File: src/rtl/dram_sbox_lookup_sched_if.sv
// Signal bundle between the AES requester, the S-box lookup scheduler and the
// shared DRAM read controller. The scheduler uses the slave view.
interface dram_sbox_lookup_sched_if;
  logic         req_vld;
  logic         req_rdy;
  logic [127:0] req_data;
  logic         req_tbl;
  logic         abort;
  logic         res_vld;
  logic         res_rdy;
  logic [127:0] res_data;
  logic         res_err;
  logic         busy;
  logic [7:0]   err_cnt;
  logic         dram_en;
  logic         dram_rd_req;
  logic [3:0]   dram_core;
  logic [5:0]   dram_rwl;
  logic [2:0]   dram_demux;
  logic         dram_rd_done;
  logic [7:0]   dram_rd_data;

  modport master (
    output req_vld, req_data, req_tbl, abort, res_rdy, dram_rd_done, dram_rd_data,
    input  req_rdy, res_vld, res_data, res_err, busy, err_cnt,
           dram_en, dram_rd_req, dram_core, dram_rwl, dram_demux
  );

  modport slave (
    input  req_vld, req_data, req_tbl, abort, res_rdy, dram_rd_done, dram_rd_data,
    output req_rdy, res_vld, res_data, res_err, busy, err_cnt,
           dram_en, dram_rd_req, dram_core, dram_rwl, dram_demux
  );
endinterface

File: src/rtl/dram_sbox_lookup_sched.sv
// Walks the 16 bytes of an S-box lookup job through DRAM cores 0..15, one read
// at a time, with a per-read timeout and optional recovery gap between reads.
module dram_sbox_lookup_sched #(
  parameter int TIMEOUT = 64,
  parameter int GAP_CYC = 2
) (
  input logic                     CLK,
  input logic                     RST,
  dram_sbox_lookup_sched_if.slave bus
);

  typedef enum logic [2:0] {
    S_IDLE  = 3'd0,
    S_ISSUE = 3'd1,
    S_WAIT  = 3'd2,
    S_GAP   = 3'd3,
    S_DONE  = 3'd4
  } state_t;

  state_t       state;
  state_t       state_nxt;
  logic [3:0]   k;
  logic [7:0]   timer;
  logic [7:0]   gap_cnt;
  logic [7:0]   err_cnt;
  logic         job_err;
  logic         tbl_q;
  logic [127:0] in_buf;
  logic [127:0] out_buf;
  logic [127:0] out_buf_nxt;
  logic [127:0] res_q;
  logic [7:0]   cur_byte;
  logic [7:0]   store_byte;
  logic         accept;
  logic         do_abort;
  logic         last_byte;
  logic         wait_exit;
  logic         gap_exit;
  logic         store_en;
  logic         addr_en;

  function automatic logic [7:0] sat_inc8(input logic [7:0] v);
    return (v == 8'hFF) ? v : v + 8'd1;
  endfunction

  // Byte 0 is the most significant byte of the 128-bit word.
  function automatic logic [7:0] byte_of(input logic [127:0] v, input logic [3:0] idx);
    return v[{~idx, 3'b000} +: 8];
  endfunction

  assign accept     = (state == S_IDLE) && bus.req_vld;
  assign do_abort   = bus.abort && (state != S_IDLE);
  assign cur_byte   = byte_of(in_buf, k);
  assign last_byte  = (k == 4'd15);
  // A done in the final timeout cycle still counts as a good read.
  assign wait_exit  = (state == S_WAIT) &&
                      (bus.dram_rd_done || (timer == 8'(TIMEOUT - 1)));
  assign gap_exit   = (state == S_GAP) && (gap_cnt == 8'(GAP_CYC - 1));
  assign store_en   = wait_exit && !do_abort;
  assign store_byte = bus.dram_rd_done ? bus.dram_rd_data : 8'h00;
  assign addr_en    = (state == S_ISSUE) || (state == S_WAIT) || (state == S_GAP);

  always_ff @(posedge CLK) begin
    if (RST) begin
      state <= S_IDLE;
    end else begin
      state <= state_nxt;
    end
  end

  always_comb begin
    state_nxt = state;
    case (state)
      S_IDLE:  if (bus.req_vld) state_nxt = S_ISSUE;
      S_ISSUE: state_nxt = S_WAIT;
      S_WAIT: begin
        if (wait_exit) begin
          if (GAP_CYC != 0) begin
            state_nxt = S_GAP;
          end else begin
            state_nxt = last_byte ? S_DONE : S_ISSUE;
          end
        end
      end
      S_GAP:   if (gap_exit) state_nxt = last_byte ? S_DONE : S_ISSUE;
      S_DONE:  if (bus.res_rdy) state_nxt = S_IDLE;
      default: state_nxt = S_IDLE;
    endcase
    if (do_abort) state_nxt = S_IDLE;
  end

  always_comb begin
    out_buf_nxt = out_buf;
    if (store_en) out_buf_nxt[{~k, 3'b000} +: 8] = store_byte;
  end

  always_ff @(posedge CLK) begin
    if (RST) begin
      k       <= 4'd0;
      timer   <= 8'd0;
      gap_cnt <= 8'd0;
      job_err <= 1'b0;
      err_cnt <= 8'd0;
      res_q   <= '0;
    end else begin
      if (accept) begin
        k       <= 4'd0;
        job_err <= 1'b0;
      end
      if (state == S_ISSUE) timer <= 8'd0;
      if (state == S_WAIT) begin
        timer   <= timer + 8'd1;
        gap_cnt <= 8'd0;
      end
      if (state == S_GAP) gap_cnt <= gap_cnt + 8'd1;
      if (store_en && !bus.dram_rd_done) begin
        job_err <= 1'b1;
        err_cnt <= sat_inc8(err_cnt);
      end
      if (((state == S_WAIT) || (state == S_GAP)) && (state_nxt == S_ISSUE)) begin
        k <= k + 4'd1;
      end
      // Result is published only when the whole job finishes, so an abort
      // leaves the previous result visible.
      if ((state_nxt == S_DONE) && (state != S_DONE)) res_q <= out_buf_nxt;
      if (((state == S_DONE) && bus.res_rdy) || do_abort) job_err <= 1'b0;
    end
  end

  always_ff @(posedge CLK) begin
    if (accept) begin
      in_buf <= bus.req_data;
      tbl_q  <= bus.req_tbl;
    end
    out_buf <= out_buf_nxt;
  end

  always_comb begin
    bus.req_rdy     = 1'b0;
    bus.res_vld     = 1'b0;
    bus.res_err     = 1'b0;
    bus.dram_en     = 1'b0;
    bus.dram_rd_req = 1'b0;
    case (state)
      S_IDLE:  bus.req_rdy = 1'b1;
      S_ISSUE: begin
        bus.dram_en     = 1'b1;
        bus.dram_rd_req = 1'b1;
      end
      S_WAIT:  bus.dram_en = 1'b1;
      S_GAP:   bus.dram_en = 1'b1;
      S_DONE: begin
        bus.res_vld = 1'b1;
        bus.res_err = job_err;
      end
      default: ;
    endcase
    bus.busy       = (state != S_IDLE);
    bus.dram_core  = addr_en ? k : 4'd0;
    bus.dram_rwl   = addr_en ? cur_byte[7:2] : 6'd0;
    bus.dram_demux = addr_en ? {tbl_q, cur_byte[1:0]} : 3'd0;
  end

  assign bus.res_data = res_q;
  assign bus.err_cnt  = err_cnt;

endmodule

File: src/flat_wrapper.sv
// flat-port wrapper written by rule: the top's interface ports become plain ports
module dram_sbox_lookup_sched_flat 
#(
  parameter int TIMEOUT = 64,
  parameter int GAP_CYC = 2
)
  (CLK, RST, bus_req_vld, bus_req_data, bus_req_tbl, bus_abort, bus_res_rdy, bus_dram_rd_done, bus_dram_rd_data, bus_req_rdy, bus_res_vld, bus_res_data, bus_res_err, bus_busy, bus_err_cnt, bus_dram_en, bus_dram_rd_req, bus_dram_core, bus_dram_rwl, bus_dram_demux);
  dram_sbox_lookup_sched_if bus_i ();
  input logic CLK;
  input logic RST;
  input wire logic [$bits(bus_i.req_vld)-1:0] bus_req_vld;
  input wire logic [$bits(bus_i.req_data)-1:0] bus_req_data;
  input wire logic [$bits(bus_i.req_tbl)-1:0] bus_req_tbl;
  input wire logic [$bits(bus_i.abort)-1:0] bus_abort;
  input wire logic [$bits(bus_i.res_rdy)-1:0] bus_res_rdy;
  input wire logic [$bits(bus_i.dram_rd_done)-1:0] bus_dram_rd_done;
  input wire logic [$bits(bus_i.dram_rd_data)-1:0] bus_dram_rd_data;
  output wire logic [$bits(bus_i.req_rdy)-1:0] bus_req_rdy;
  output wire logic [$bits(bus_i.res_vld)-1:0] bus_res_vld;
  output wire logic [$bits(bus_i.res_data)-1:0] bus_res_data;
  output wire logic [$bits(bus_i.res_err)-1:0] bus_res_err;
  output wire logic [$bits(bus_i.busy)-1:0] bus_busy;
  output wire logic [$bits(bus_i.err_cnt)-1:0] bus_err_cnt;
  output wire logic [$bits(bus_i.dram_en)-1:0] bus_dram_en;
  output wire logic [$bits(bus_i.dram_rd_req)-1:0] bus_dram_rd_req;
  output wire logic [$bits(bus_i.dram_core)-1:0] bus_dram_core;
  output wire logic [$bits(bus_i.dram_rwl)-1:0] bus_dram_rwl;
  output wire logic [$bits(bus_i.dram_demux)-1:0] bus_dram_demux;
  assign bus_i.req_vld = bus_req_vld;
  assign bus_i.req_data = bus_req_data;
  assign bus_i.req_tbl = bus_req_tbl;
  assign bus_i.abort = bus_abort;
  assign bus_i.res_rdy = bus_res_rdy;
  assign bus_i.dram_rd_done = bus_dram_rd_done;
  assign bus_i.dram_rd_data = bus_dram_rd_data;
  assign bus_req_rdy = bus_i.req_rdy;
  assign bus_res_vld = bus_i.res_vld;
  assign bus_res_data = bus_i.res_data;
  assign bus_res_err = bus_i.res_err;
  assign bus_busy = bus_i.busy;
  assign bus_err_cnt = bus_i.err_cnt;
  assign bus_dram_en = bus_i.dram_en;
  assign bus_dram_rd_req = bus_i.dram_rd_req;
  assign bus_dram_core = bus_i.dram_core;
  assign bus_dram_rwl = bus_i.dram_rwl;
  assign bus_dram_demux = bus_i.dram_demux;
  dram_sbox_lookup_sched #(.TIMEOUT(TIMEOUT), .GAP_CYC(GAP_CYC)) u_core (.CLK(CLK), .RST(RST), .bus(bus_i));
endmodule
File: config.mk
export PLATFORM = sky130hd
export DESIGN_NAME = dram_sbox_lookup_sched_flat
export DESIGN_NICKNAME = d
export VERILOG_FILES = /design/src/rtl/dram_sbox_lookup_sched_if.sv /design/src/rtl/dram_sbox_lookup_sched.sv /design/src/flat_wrapper.sv
export SDC_FILE = /design/constraint.sdc
export NUM_CORES = 1
export LEC_CHECK = 0
export CORE_ASPECT_RATIO = 1.25
export CORE_MARGIN = 5
export CORE_UTILIZATION = 46
export DETAILED_ROUTE_END_ITERATION = 7
export MAX_ROUTING_LAYER = met4
export PLACE_DENSITY = 0.72
export SLEW_MARGIN = 20
export SYNTH_ARGS = -nofsm -noshare
export SYNTH_HDL_FRONTEND = slang
export SYNTH_SLANG_ARGS = --single-unit
File: constraint.sdc
create_clock -name CLK -period 5.5 [get_ports CLK]
set_input_delay 0.55 -clock CLK [delete_from_list [all_inputs] [get_ports CLK]]
set_output_delay 0.55 -clock CLK [all_outputs]
set_load 0.05 [all_outputs]
### Word level (Yosys, flattened, before mapping)

Index checks and enable logic that the tools add are counted.
W data, S select, Z words.

| word-level totals | value |
|---|---|
| register bits after elaboration | 417 |
| input port bits | 143 |
| output and inout port bits | 155 |
| logic and storage cells | 82 |

| operators by class | value |
|---|---|
| add/subtract/negate cells | 5 |
| equality and inequality tests | 11 |
| shift operators | 3 |
| mux-type cells | 26 |
| bitwise gates (word level) | 2 |
| reduce and logical (&&, ||, !) cells | 25 |

Operator list:

| operator | count |
|---|---|
| $bwmux W128 | 1 |
| $mux W128 | 1 |
| $shift A8 B9 Y128 const A | 1 |
| $shiftx A128 B8 Y8 | 1 |
| $shiftx A8 B9 Y128 | 1 |
| $mux W8 | 5 |
| $add A8 B1 Y8 const B | 3 |
| $mux W3 | 7 |
| $pmux W3 S5 | 1 |
| $mux W4 | 3 |
| $logic_and A1 B1 Y1 | 9 |
| $neg A7 Y9 | 1 |
| $eq A8 B1 Y1 const B | 1 |
| $eq A8 B6 Y1 const B | 1 |
| $eq A8 B8 Y1 const B | 1 |
| $reduce_bool A2 Y1 | 4 |
| $mux W1 | 7 |
| $eq A3 B1 Y1 const B | 2 |
| $eq A3 B2 Y1 const B | 2 |
| $eq A3 B3 Y1 const B | 2 |
| $mux W6 | 1 |
| $logic_or A1 B1 Y1 | 5 |
| $add A4 B1 Y4 const B | 1 |
| $eq A4 B4 Y1 const B | 1 |
| other kinds (9) | 10 |

### Longest topological paths before layout

Gate-level depths: netlist of the first run.

| depth | value |
|---|---|
| word-level depth | 9 |
| mapped depth | 11 |
| mapped depth without buffers | 7 |

### Worst setup path after synthesis of the first run

Ideal clock, no wire load.

| timing path | value |
|---|---|
| kind | reg-to-reg |
| from | register u_core.state[1] |
| to | register u_core.k[2] |
| library setup time | 134 ps |
| data arrival time | 5220 ps |
| required time | 5366 ps |
| slack | 145 ps |
| cell stages (with the launch flop) | 7 |
| path buffers | 1 |
| clock period less this slack | 5355 ps |
| cells stage by stage | dfxtp_1 > buf_4 > nor3_1 > nand2_1 > inv_1 > mux2_2 > a211oi_1 |

| between the ends | value |
|---|---|
| elaborated cells between the ends (all ways) | 21 |
| those cells by class | 5 x eq/ne; 7 x mux; 9 x reduce/logical |

RTL lines:

| element | line | text |
|---|---|---|
| from (decl) | dram_sbox_lookup_sched.sv:20 | `state_t state;` |
| from (signal assigned) | dram_sbox_lookup_sched.sv:67 | `state <= state_nxt;` |
| $logic_not A3 Y1 | dram_sbox_lookup_sched.sv:51 | `assign accept = (state == S_IDLE) && bus.req_vld;` |
| $logic_and A1 B1 Y1 | dram_sbox_lookup_sched.sv:51 |  |
| via u_core.accept | dram_sbox_lookup_sched.sv:34 | `logic accept;` |
| $reduce_bool A2 Y1 (no source line) | -- |  |
| to (signal assigned) | dram_sbox_lookup_sched.sv:121 | `k <= k + 4'd1;` |
| to (decl) | dram_sbox_lookup_sched.sv:22 | `logic [3:0] k;` |

The timed path passes the listed nets, and every way through them passes these cells.
A chain may end at the register's enable or synchronous reset.

### Worst setup path after layout of the first run

| timing path | value |
|---|---|
| from | register u_core.k[0] |
| to | output bus_dram_demux[1] |

| between the ends | value |
|---|---|
| word-level cells in the longest chain between the ends | 3 |

RTL lines:

| element | line | text |
|---|---|---|
| $not A4 Y4 | dram_sbox_lookup_sched.sv:48 | `return v[{~idx, 3'b000} +: 8];` |
| $shiftx A128 B8 Y8 | dram_sbox_lookup_sched.sv:48 |  |
| $mux W3 | dram_sbox_lookup_sched.sv:161 | `bus.dram_demux = addr_en ? {tbl_q, cur_byte[1:0]} : 3'd0;` |
| to (decl) | flat_wrapper.sv:28 | `output wire logic [$bits(bus_i.dram_demux)-1:0] bus_dram_demux;` |

No other way between the ends.

==> results of run 1 <==
-- cell usage in the layout, fill, tap and decap left out, types with 2 or more instances in the layout --
cell type | synthesis | routed
sky130_fd_sc_hd__a211oi_1 | 52 | 52
sky130_fd_sc_hd__a21o_1 | 2 | 2
sky130_fd_sc_hd__a21oi_1 | 88 | 88
sky130_fd_sc_hd__a22oi_1 | 3 | 3
sky130_fd_sc_hd__and2_1 | 19 | 19
sky130_fd_sc_hd__and3_1 | 6 | 6
sky130_fd_sc_hd__buf_4 | 2 | 8
sky130_fd_sc_hd__clkbuf_1 | 43 | 9
sky130_fd_sc_hd__clkbuf_16 | 0 | 43
sky130_fd_sc_hd__clkbuf_8 | 0 | 8
sky130_fd_sc_hd__clkdlybuf4s50_1 | 0 | 296
sky130_fd_sc_hd__clkinv_1 | 0 | 4
sky130_fd_sc_hd__clkinv_2 | 0 | 5
sky130_fd_sc_hd__dfxtp_1 | 288 | 286
sky130_fd_sc_hd__dfxtp_2 | 0 | 2
sky130_fd_sc_hd__edfxtp_1 | 129 | 129
sky130_fd_sc_hd__ha_1 | 8 | 8
sky130_fd_sc_hd__inv_1 | 10 | 10
sky130_fd_sc_hd__mux2_2 | 65 | 65
sky130_fd_sc_hd__mux4_2 | 40 | 40
sky130_fd_sc_hd__nand2_1 | 256 | 256
sky130_fd_sc_hd__nand3_1 | 18 | 18
sky130_fd_sc_hd__nand3_2 | 6 | 6
sky130_fd_sc_hd__nand4_1 | 11 | 11
sky130_fd_sc_hd__nor2_1 | 127 | 126
sky130_fd_sc_hd__nor2_2 | 1 | 2
sky130_fd_sc_hd__nor2b_1 | 5 | 5
sky130_fd_sc_hd__nor3_1 | 20 | 20
sky130_fd_sc_hd__nor3_4 | 3 | 3
sky130_fd_sc_hd__nor3b_1 | 3 | 3
sky130_fd_sc_hd__nor4_1 | 2 | 2
sky130_fd_sc_hd__nor4b_1 | 2 | 2
sky130_fd_sc_hd__nor4b_2 | 2 | 2
sky130_fd_sc_hd__o21a_1 | 3 | 3
sky130_fd_sc_hd__o21ai_0 | 68 | 68
sky130_fd_sc_hd__o21ai_1 | 2 | 2
sky130_fd_sc_hd__or3_1 | 2 | 2
sky130_fd_sc_hd__xnor2_1 | 10 | 10
sky130_fd_sc_hd__xor2_1 | 2 | 2
-- critical path, stage by stage, from the launching register on --
cell and delay [ns]:
sky130_fd_sc_hd__dfxtp_2 0.90, sky130_fd_sc_hd__buf_4 0.42, sky130_fd_sc_hd__mux4_2 0.56, sky130_fd_sc_hd__mux4_2 0.47, sky130_fd_sc_hd__and2_1 0.19, sky130_fd_sc_hd__clkdlybuf4s50_1 0.71
-- cell type report --
type | instances | area (µm²)
timing repair buffer | 305 | 3040
fill | 2665 | 13400
tap | 423 | 529
clock buffer | 60 | 1220
sequential | 417 | 9640
multi-input combinational | 845 | 5370
inverter | 11 | 43.8
clock inverter | 13 | 98.8
-- where the power goes --
part	internal [mW]	total [mW]	switching (mW)
combinational	0.145	0.291	0.146
clock	1.58	2.71	1.12
sequential	3.26	3.29	0.0264
total	4.99	6.29	1.29
-- Yosys cell counts (all sizes together), types with 3 or more instances --
library cell,number,area (µm²)
a211oi,52,390
a21oi,88,440
a22oi,3,22.5
and2,19,119
and3,6,37.5
buf,36,190
clkbuf,43,161
dfxtp,288,5770
edfxtp,129,3870
ha,8,100
inv,11,41.3
mux2,66,743
mux4,40,901
nand2,256,961
nand3,24,150
nand4,11,68.8
nor2,128,483
nor2b,5,31.3
nor3,23,149
nor3b,4,41.3
nor4,3,33.8
nor4b,4,47.6
o21a,3,22.5
o21ai,70,350
xnor2,10,87.6
-- worst min-delay path by stage --
stage	from	end	slack, ns
after detailed placement	u_core.out_buf[72]$_DFF_P_	u_core.out_buf[72]$_DFF_P_	0.44
after global routing	u_core.out_buf[105]$_DFF_P_	u_core.bus.res_data[105]$_SDFFE_PP0P_	0.46
final	u_core.bus.res_data[106]$_SDFFE_PP0P_	u_core.bus.res_data[106]$_SDFFE_PP0P_	0.45
after global placement	u_core.out_buf[72]$_DFF_P_	u_core.out_buf[72]$_DFF_P_	0.43
after floorplan	u_core.out_buf[10]$_DFF_P_	u_core.out_buf[10]$_DFF_P_	0.42
after CTS	u_core.bus.res_data[114]$_SDFFE_PP0P_	u_core.bus.res_data[114]$_SDFFE_PP0P_	0.45
-- logic make-up (layout without fill, tap and decap cells) --
kind of cell,Yosys count,after routing
flip-flops,417,417
multiplexers,107,107
buffers and inverters,90,389
AND/OR/NAND/NOR,493,493
XOR/XNOR,12,12
adder cells (fa/ha/maj),8,8
AO/OA/AOI/OAI,225,225
-- sequential cells by signal (all words and copies together) (netlist names), 3 cells and up --
signal,flops
u_core.bus.res_data,128
u_core.in_buf,128
u_core.out_buf,128
u_core.bus.err_cnt,8
u_core.gap_cnt,8
u_core.timer,8
u_core.k,4
u_core.state,3
-- through the flow --
| step | setup WS, ns | utilization [%] | instances | total power [mW] | cell area [µm²] |
|---|---|---|---|---|---|
| after global placement | 1.68 | 55.9 | 2001 | 3.64 | 18600 |
| after floorplan | 0.145 | - | 1352 | 3.49 | 15400 |
| final | 1.15 | 59.9 | 2074 | 6.29 | 19900 |
| after CTS | 1.06 | 59.9 | 2074 | 6.36 | 19900 |
| after global routing | 0.929 | 59.9 | 2074 | 6.50 | 19900 |
| after detailed placement | 1.65 | 55.9 | 2001 | 3.65 | 18600 |
-- routing by layer --
metal | part of all wire, % | vias to the layer above
met3 | 6.9 | 72
met5 | 0 | -
met2 | 52 | 326
met4 | 2.8 | 0
li1 | - | 5330
met1 | 39 | 5174
==> flow_summary.html, run 1 <==
<table>
<tr><th>Metric</th><th>Value</th></tr>
<tr><th colspan="2">Job</th></tr>
<tr><td>Number of maximum-capacitance constraint violations</td><td>0</td></tr>
<tr><th colspan="2">CTS</th></tr>
<tr><td>CTS root buf</td><td>sky130_fd_sc_hd__clkbuf_16</td></tr>
<tr><td>Number of clock sinks</td><td>417</td></tr>
<tr><td>Clock Tree Buf Depth</td><td>3</td></tr>
<tr><td>Number of buffers created by CTS</td><td>40</td></tr>
<tr><td>Level count of the clock H-tree</td><td>2</td></tr>
<tr><td>Clock tree from TritonCTS</td><td>done</td></tr>
<tr><td>Clock latency on the worst-skew pair</td><td>0.54 ns</td></tr>
<tr><td>CTS hold repair buffers</td><td>0</td></tr>
<tr><td>Postcts setup bufs</td><td>0</td></tr>
<tr><td>CTS clk-pin slew, worst paths</td><td>0.06 ns</td></tr>
<tr><td>Post-cts gate resize count</td><td>0</td></tr>
<tr><th colspan="2">Floorplan</th></tr>
<tr><td>Overall die area</td><td>37200 µm²</td></tr>
<tr><td>Top Ports</td><td>298</td></tr>
<tr><td>Die span in x</td><td>174 µm</td></tr>
<tr><td>Y dimension of the die</td><td>215 µm</td></tr>
<tr><td>Starting density of the core</td><td>46.2%</td></tr>
<tr><td>Number of placement rows</td><td>75</td></tr>
<tr><td>Core Region</td><td>33300 µm²</td></tr>
<tr><th colspan="2">STA</th></tr>
<tr><td>Share of the clock period used by the worst path</td><td>79.1%</td></tr>
<tr><td>Final hold vios</td><td>0</td></tr>
<tr><td>Slew Viols, Final</td><td>0</td></tr>
<tr><td>Hold_ws</td><td>0.449 ns</td></tr>
<tr><td>Minimum clock period after layout</td><td>4.35 ns</td></tr>
<tr><td>Rel. slew slack</td><td>27.8%</td></tr>
<tr><td>Worst slew pin tran</td><td>1.08 ns</td></tr>
<tr><td>Setup TNS Final</td><td>0 ns</td></tr>
<tr><td>Setup violations, final</td><td>0</td></tr>
<tr><td>Clock tree skew after final layout</td><td>0.0181 ns</td></tr>
<tr><td>Highest Clock Rate</td><td>230 MHz</td></tr>
<tr><td>RSZ-0062 raised after global routing</td><td>no</td></tr>
<tr><th colspan="2">Placed design</th></tr>
<tr><td>Final GP Congestion</td><td>0.831</td></tr>
<tr><td>Number of buffers added on ports</td><td>297</td></tr>
<tr><td>Final HPWL DP</td><td>27.3 mm</td></tr>
<tr><th colspan="2">Global routing</th></tr>
<tr><td>Global route total overflow</td><td>0</td></tr>
<tr><td>Number of global-route vias before repair</td><td>11000</td></tr>
<tr><td>Antenna violations before repair</td><td>0</td></tr>
<tr><td>Most used routing layer</td><td>met2</td></tr>
<tr><td>Total global-route track usage</td><td>20.5%</td></tr>
<tr><td>Largest net degree at the start of global routing</td><td>106</td></tr>
<tr><td>Met1 routing resource usage after global routing</td><td>22.9%</td></tr>
<tr><td>Global-route track usage on met3</td><td>5.48%</td></tr>
<tr><td>Global routing usage on met2</td><td>35.9%</td></tr>
<tr><td>First-pass GRT wire length</td><td>59.1 mm</td></tr>
<tr><th colspan="2">Worst setup path</th></tr>
<tr><td>Arrival time worst endpoint</td><td>3.80 ns</td></tr>
<tr><td>CP max FO</td><td>30</td></tr>
<tr><td>Worst setup path endpoint</td><td>bus_dram_demux[1]</td></tr>
<tr><td>Slack of the worst reg-to-reg path</td><td>1.95 ns</td></tr>
<tr><td>Kind of start point of the critical path</td><td>flip-flop</td></tr>
<tr><td>Reg-to-Reg End</td><td>u_core.bus.res_data[113]$_SDFFE_PP0P_</td></tr>
<tr><td>Worst reg2reg path depth</td><td>6</td></tr>
<tr><td>WP data required</td><td>4.95 ns</td></tr>
<tr><td>Critical path start-end classification</td><td>flip-flop to output port</td></tr>
<tr><td>Beginning of the worst register-to-register path</td><td>u_core.k[1]$_SDFFE_PP0P_</td></tr>
<tr><td>Critical path capture point type</td><td>output port</td></tr>
<tr><td>Startpoint of the most critical setup path</td><td>u_core.k[0]$_SDFFE_PP0P_</td></tr>
<tr><th colspan="2">Worst hold path</th></tr>
<tr><td>Number of stages on the worst hold path</td><td>2</td></tr>
<tr><td>Type of the tightest min-delay check</td><td>flip-flop to flip-flop</td></tr>
<tr><th colspan="2">Yosys</th></tr>
<tr><td>Main combinational cell family by area after synthesis</td><td>simple AND/OR/NAND/NOR gates</td></tr>
<tr><td>Xor/xnor share of the synthesized area</td><td>0.683%</td></tr>
<tr><td>Synth Instances</td><td>1352</td></tr>
<tr><td>Register area share after synthesis</td><td>62.6%</td></tr>
<tr><td>Post-synthesis cell type count</td><td>54</td></tr>
<tr><td>Share of the synthesized area in compound gates (AO/OA/AOI/OAI)</td><td>8.45%</td></tr>
<tr><td>Commonest register cell after synthesis</td><td>sky130_fd_sc_hd__dfxtp_1</td></tr>
<tr><td>Synth Warn #</td><td>0</td></tr>
<tr><td>Total standard cell area after synthesis</td><td>15400 µm²</td></tr>
<tr><td>Syn nets</td><td>1503</td></tr>
<tr><td>Number of enable flip-flop cells after synthesis</td><td>129</td></tr>
<tr><td>Number of synthesized register bits</td><td>417</td></tr>
<tr><td>Async SR Flop Fraction</td><td>0%</td></tr>
<tr><td>Fraction of the mapped netlist area in adder cells</td><td>0.650%</td></tr>
<tr><td>Average cell area after synthesis</td><td>11.4 µm²</td></tr>
<tr><td>Fraction of synthesized area in multiplexers</td><td>10.7%</td></tr>
<tr><td>Post-synthesis share of cell area spent on and, or, nand and nor gates</td><td>14.3%</td></tr>
<tr><th colspan="2">Finish</th></tr>
<tr><td>Net count reported at finish</td><td>1771</td></tr>
<tr><td>Number of diodes added for antenna fixing</td><td>0</td></tr>
<tr><td>Layout overhead on the synthesized area</td><td>29.6%</td></tr>
<tr><td>Layout cell share with drive strength beyond 1</td><td>11.9%</td></tr>
<tr><th colspan="2">Status</th></tr>
<tr><td>Result of the run</td><td>complete, no violations</td></tr>
<tr><th colspan="2">Route</th></tr>
<tr><td>Detailed-route DRC error count</td><td>0</td></tr>
<tr><td>Antenna-violating nets left</td><td>0</td></tr>
<tr><td>Count of TritonRoute iterations in the first routing pass</td><td>5</td></tr>
<tr><td>Routed length per instance</td><td>18.6 µm</td></tr>
<tr><td>Via count normalized by instance count</td><td>5.26</td></tr>
<tr><td>Number of design-rule violations left by the first detailed-router iteration</td><td>732</td></tr>
<tr><td>Total via count after detailed routing</td><td>10900</td></tr>
<tr><td>Total routed wirelength</td><td>38.5 mm</td></tr>
<tr><th colspan="2">Pwr</th></tr>
<tr><td>Static leakage power</td><td>6.81 nW</td></tr>
<tr><td>Power per standard cell area</td><td>315 nW/µm²</td></tr>
<tr><td>Highest ir drop seen on vdd</td><td>0.285 mV</td></tr>
</table>
Note: power is estimated with default switching activity, not from simulation.
==> run 2, diff against run 1 <==
--- a/config.mk
+++ b/config.mk
@@ -10,7 +10,7 @@
 export CORE_UTILIZATION = 46
 export DETAILED_ROUTE_END_ITERATION = 7
 export MAX_ROUTING_LAYER = met4
-export PLACE_DENSITY = 0.72
+export PLACE_DENSITY = 0.75
 export SLEW_MARGIN = 20
 export SYNTH_ARGS = -nofsm -noshare
 export SYNTH_HDL_FRONTEND = slang
==> constraint.sdc (replaced) <==
create_clock -name CLK -period 4 [get_ports CLK]
set_input_delay 0.4 -clock CLK [delete_from_list [all_inputs] [get_ports CLK]]
set_output_delay 0.4 -clock CLK [all_outputs]
set_load 0.05 [all_outputs]
==> run 2 against run 1 <==
  * Utilization grew 0.086 points
  * Worst hold slack lost 0.026 ns
  * Critical path depth is the same
  * Die area is the same
  * Clock skew is essentially flat
  * Clock power grew 32%
  * Sequential share of layout area shrank 0.057 points
  * Critical endpoint is now bus_dram_demux[0]
==> flow_summary.html, run 2 (synthesized netlist as in run 1, its figures left out) <==
<table>
<tr><th>Metric</th><th>Value</th></tr>
<tr><th colspan="2">Floorplan</th></tr>
<tr><td>Starting density of the core</td><td>46.2%</td></tr>
<tr><td>Y dimension of the die</td><td>215 µm</td></tr>
<tr><td>Top Ports</td><td>298</td></tr>
<tr><td>Core Region</td><td>33300 µm²</td></tr>
<tr><td>Number of placement rows</td><td>75</td></tr>
<tr><td>Overall die area</td><td>37200 µm²</td></tr>
<tr><td>Die span in x</td><td>174 µm</td></tr>
<tr><th colspan="2">Placed design</th></tr>
<tr><td>Number of buffers added on ports</td><td>297</td></tr>
<tr><td>Final HPWL DP</td><td>28.1 mm</td></tr>
<tr><td>Final GP Congestion</td><td>0.825</td></tr>
<tr><th colspan="2">Worst setup path</th></tr>
<tr><td>Critical path capture point type</td><td>output port</td></tr>
<tr><td>Kind of start point of the critical path</td><td>flip-flop</td></tr>
<tr><td>CP max FO</td><td>24</td></tr>
<tr><td>WP data required</td><td>3.60 ns</td></tr>
<tr><td>Critical path start-end classification</td><td>flip-flop to output port</td></tr>
<tr><td>Arrival time worst endpoint</td><td>3.26 ns</td></tr>
<tr><td>Slack of the worst reg-to-reg path</td><td>1.31 ns</td></tr>
<tr><th colspan="2">Status</th></tr>
<tr><td>Result of the run</td><td>complete, no violations</td></tr>
<tr><th colspan="2">Route</th></tr>
<tr><td>Via count normalized by instance count</td><td>5.30</td></tr>
<tr><td>Post-Route M1 WL</td><td>14.5 mm</td></tr>
<tr><td>Met3 WL post-DR</td><td>2.92 mm</td></tr>
<tr><td>Antenna-violating nets left</td><td>0</td></tr>
<tr><td>Total routed wirelength</td><td>39.1 mm</td></tr>
<tr><td>Number of design-rule violations left by the first detailed-router iteration</td><td>709</td></tr>
<tr><td>Detailed-route DRC error count</td><td>0</td></tr>
<tr><td>Routed length per instance</td><td>18.8 µm</td></tr>
<tr><td>Total via count after detailed routing</td><td>11000</td></tr>
<tr><td>Count of TritonRoute iterations in the first routing pass</td><td>5</td></tr>
<tr><td>Top Layer Used</td><td>met4</td></tr>
<tr><td>Met2 wire length</td><td>20.3 mm</td></tr>
<tr><th colspan="2">CTS</th></tr>
<tr><td>Postcts setup bufs</td><td>0</td></tr>
<tr><td>Clock Tree Buf Depth</td><td>3</td></tr>
<tr><td>Post-cts gate resize count</td><td>0</td></tr>
<tr><td>CTS hold repair buffers</td><td>0</td></tr>
<tr><td>CTS clk-pin slew, worst paths</td><td>0.06 ns</td></tr>
<tr><td>Number of buffers created by CTS</td><td>39</td></tr>
<tr><td>Level count of the clock H-tree</td><td>2</td></tr>
<tr><td>CTS root buf</td><td>sky130_fd_sc_hd__clkbuf_16</td></tr>
<tr><td>Clock latency on the worst-skew pair</td><td>0.53 ns</td></tr>
<tr><td>Clock tree from TritonCTS</td><td>done</td></tr>
<tr><td>Number of clock sinks</td><td>417</td></tr>
<tr><th colspan="2">Pwr</th></tr>
<tr><td>Post-layout total power</td><td>8.52 mW</td></tr>
<tr><td>Static leakage power</td><td>6.81 nW</td></tr>
<tr><td>Highest ir drop seen on vdd</td><td>0.352 mV</td></tr>
<tr><td>Power per standard cell area</td><td>427 nW/µm²</td></tr>
<tr><th colspan="2">STA</th></tr>
<tr><td>Worst slew pin tran</td><td>0.902 ns</td></tr>
<tr><td>Clock tree skew after final layout</td><td>0.0183 ns</td></tr>
<tr><td>Hold_ws</td><td>0.423 ns</td></tr>
<tr><td>RSZ-0062 raised after global routing</td><td>no</td></tr>
<tr><td>Slew Viols, Final</td><td>0</td></tr>
<tr><td>Share of the clock period used by the worst path</td><td>91.4%</td></tr>
<tr><td>Setup violations, final</td><td>0</td></tr>
<tr><td>Highest Clock Rate</td><td>273 MHz</td></tr>
<tr><td>Setup TNS Final</td><td>0 ns</td></tr>
<tr><td>Final hold vios</td><td>0</td></tr>
<tr><td>Rel. slew slack</td><td>39.9%</td></tr>
<tr><td>Minimum clock period after layout</td><td>3.66 ns</td></tr>
<tr><th colspan="2">Global routing</th></tr>
<tr><td>Global route total overflow</td><td>0</td></tr>
<tr><td>Number of global-route vias before repair</td><td>11000</td></tr>
<tr><td>Total global-route track usage</td><td>21.0%</td></tr>
<tr><td>Antenna violations before repair</td><td>2</td></tr>
<tr><td>First-pass GRT wire length</td><td>60.5 mm</td></tr>
<tr><td>Largest net degree at the start of global routing</td><td>116</td></tr>
<tr><th colspan="2">Finish</th></tr>
<tr><td>Most frequent cells in the layout</td><td>sky130_fd_sc_hd__clkdlybuf4s50_1, sky130_fd_sc_hd__dfxtp_1, sky130_fd_sc_hd__nand2_1, sky130_fd_sc_hd__edfxtp_1, sky130_fd_sc_hd__nor2_1</td></tr>
<tr><td>Leading cell type in the layout, fill and taps excluded</td><td>sky130_fd_sc_hd__clkdlybuf4s50_1</td></tr>
<tr><td>Net count reported at finish</td><td>1773</td></tr>
<tr><td>Area taken by flip-flops and latches</td><td>9640 µm²</td></tr>
<tr><td>Layout cell share with drive strength beyond 1</td><td>12.3%</td></tr>
<tr><td>Fill count</td><td>2684</td></tr>
<tr><td>Footprint of the multi-input gates</td><td>5370 µm²</td></tr>
<tr><td>Layout overhead on the synthesized area</td><td>29.8%</td></tr>
<tr><th colspan="2">Worst hold path</th></tr>
<tr><td>Type of the tightest min-delay check</td><td>input port to flip-flop</td></tr>
<tr><th colspan="2">Job</th></tr>
<tr><td>Number of maximum-capacitance constraint violations</td><td>0</td></tr>
</table>
==> run 2: cell types whose count changed in the layout (fill, tap and decap cells not counted), sizes merged <==
cell	before	now
buf	9	12
bufinv	1	2
clkbuf	60	51
clkinv	10	9
clkinvlp	0	3
diode	0	2
==> run 2: worst max-delay path, stage by stage (launching register included) <==
cell                              delay, ns
sky130_fd_sc_hd__dfxtp_4               0.53
sky130_fd_sc_hd__buf_12                0.26
sky130_fd_sc_hd__mux4_2                0.53
sky130_fd_sc_hd__mux4_2                0.50
sky130_fd_sc_hd__and2_1                0.18
sky130_fd_sc_hd__clkdlybuf4s50_1       0.70
==> run 2: path summary, 6_finish.rpt <==
| kind | startpoint | end | cells past startpoint |
|---|---|---|---|
| max | u_core.k[0]$_SDFFE_PP0P_ | bus_dram_demux[0] | 5 |
| min | bus_req_data[56] | u_core.in_buf[56]$_DFFE_PP_ | 1 |
| max reg2reg | u_core.k[2]$_SDFFE_PP0P_ | u_core.out_buf[23]$_DFF_P_ | 5 |
| min reg2reg | u_core.out_buf[7]$_DFF_P_ | u_core.out_buf[7]$_DFF_P_ | 2 |
==> run 2: layer usage <==
metal  up-vias  track usage, %
met1      5214            22.7
met3        86            6.08
met5         -               -
li1       5319               -
met4         0            7.45
met2       359            36.9
==> run 2: where the power goes <==
| group | total [mW] | switching, mW | leakage (nW) | internal [mW] |
|---|---|---|---|---|
| logic | 0.405 | 0.201 | 2.63 | 0.203 |
| clock network | 3.59 | 1.53 | 0.619 | 2.07 |
| registers | 4.52 | 0.0394 | 3.56 | 4.48 |
| total | 8.52 | 1.77 | 6.81 | 6.75 |
==> run 2: layout make-up <==
type	instances	area share, %
flip-flops and latches	417	48.3
multi-input cells	845	26.9
repair buffers	308	15.7
clock buffers	51	5.51
well taps	423	2.65
clock inverters	16	0.689
inverters	11	0.226
diodes	2	0.0251
==> run 2: through the flow <==
step                cell area [µm²]  setup WS (ns)  utilization (%)  std cells
finish                        20000          0.342             60.0       2073
global route                  20000          0.183             60.0       2073
CTS                           20000          0.113             59.9       2071
detailed placement            18700          0.702             56.2       2004
global placement              18700          0.743             56.2       2004
floorplan                     15400          0.490                -       1352
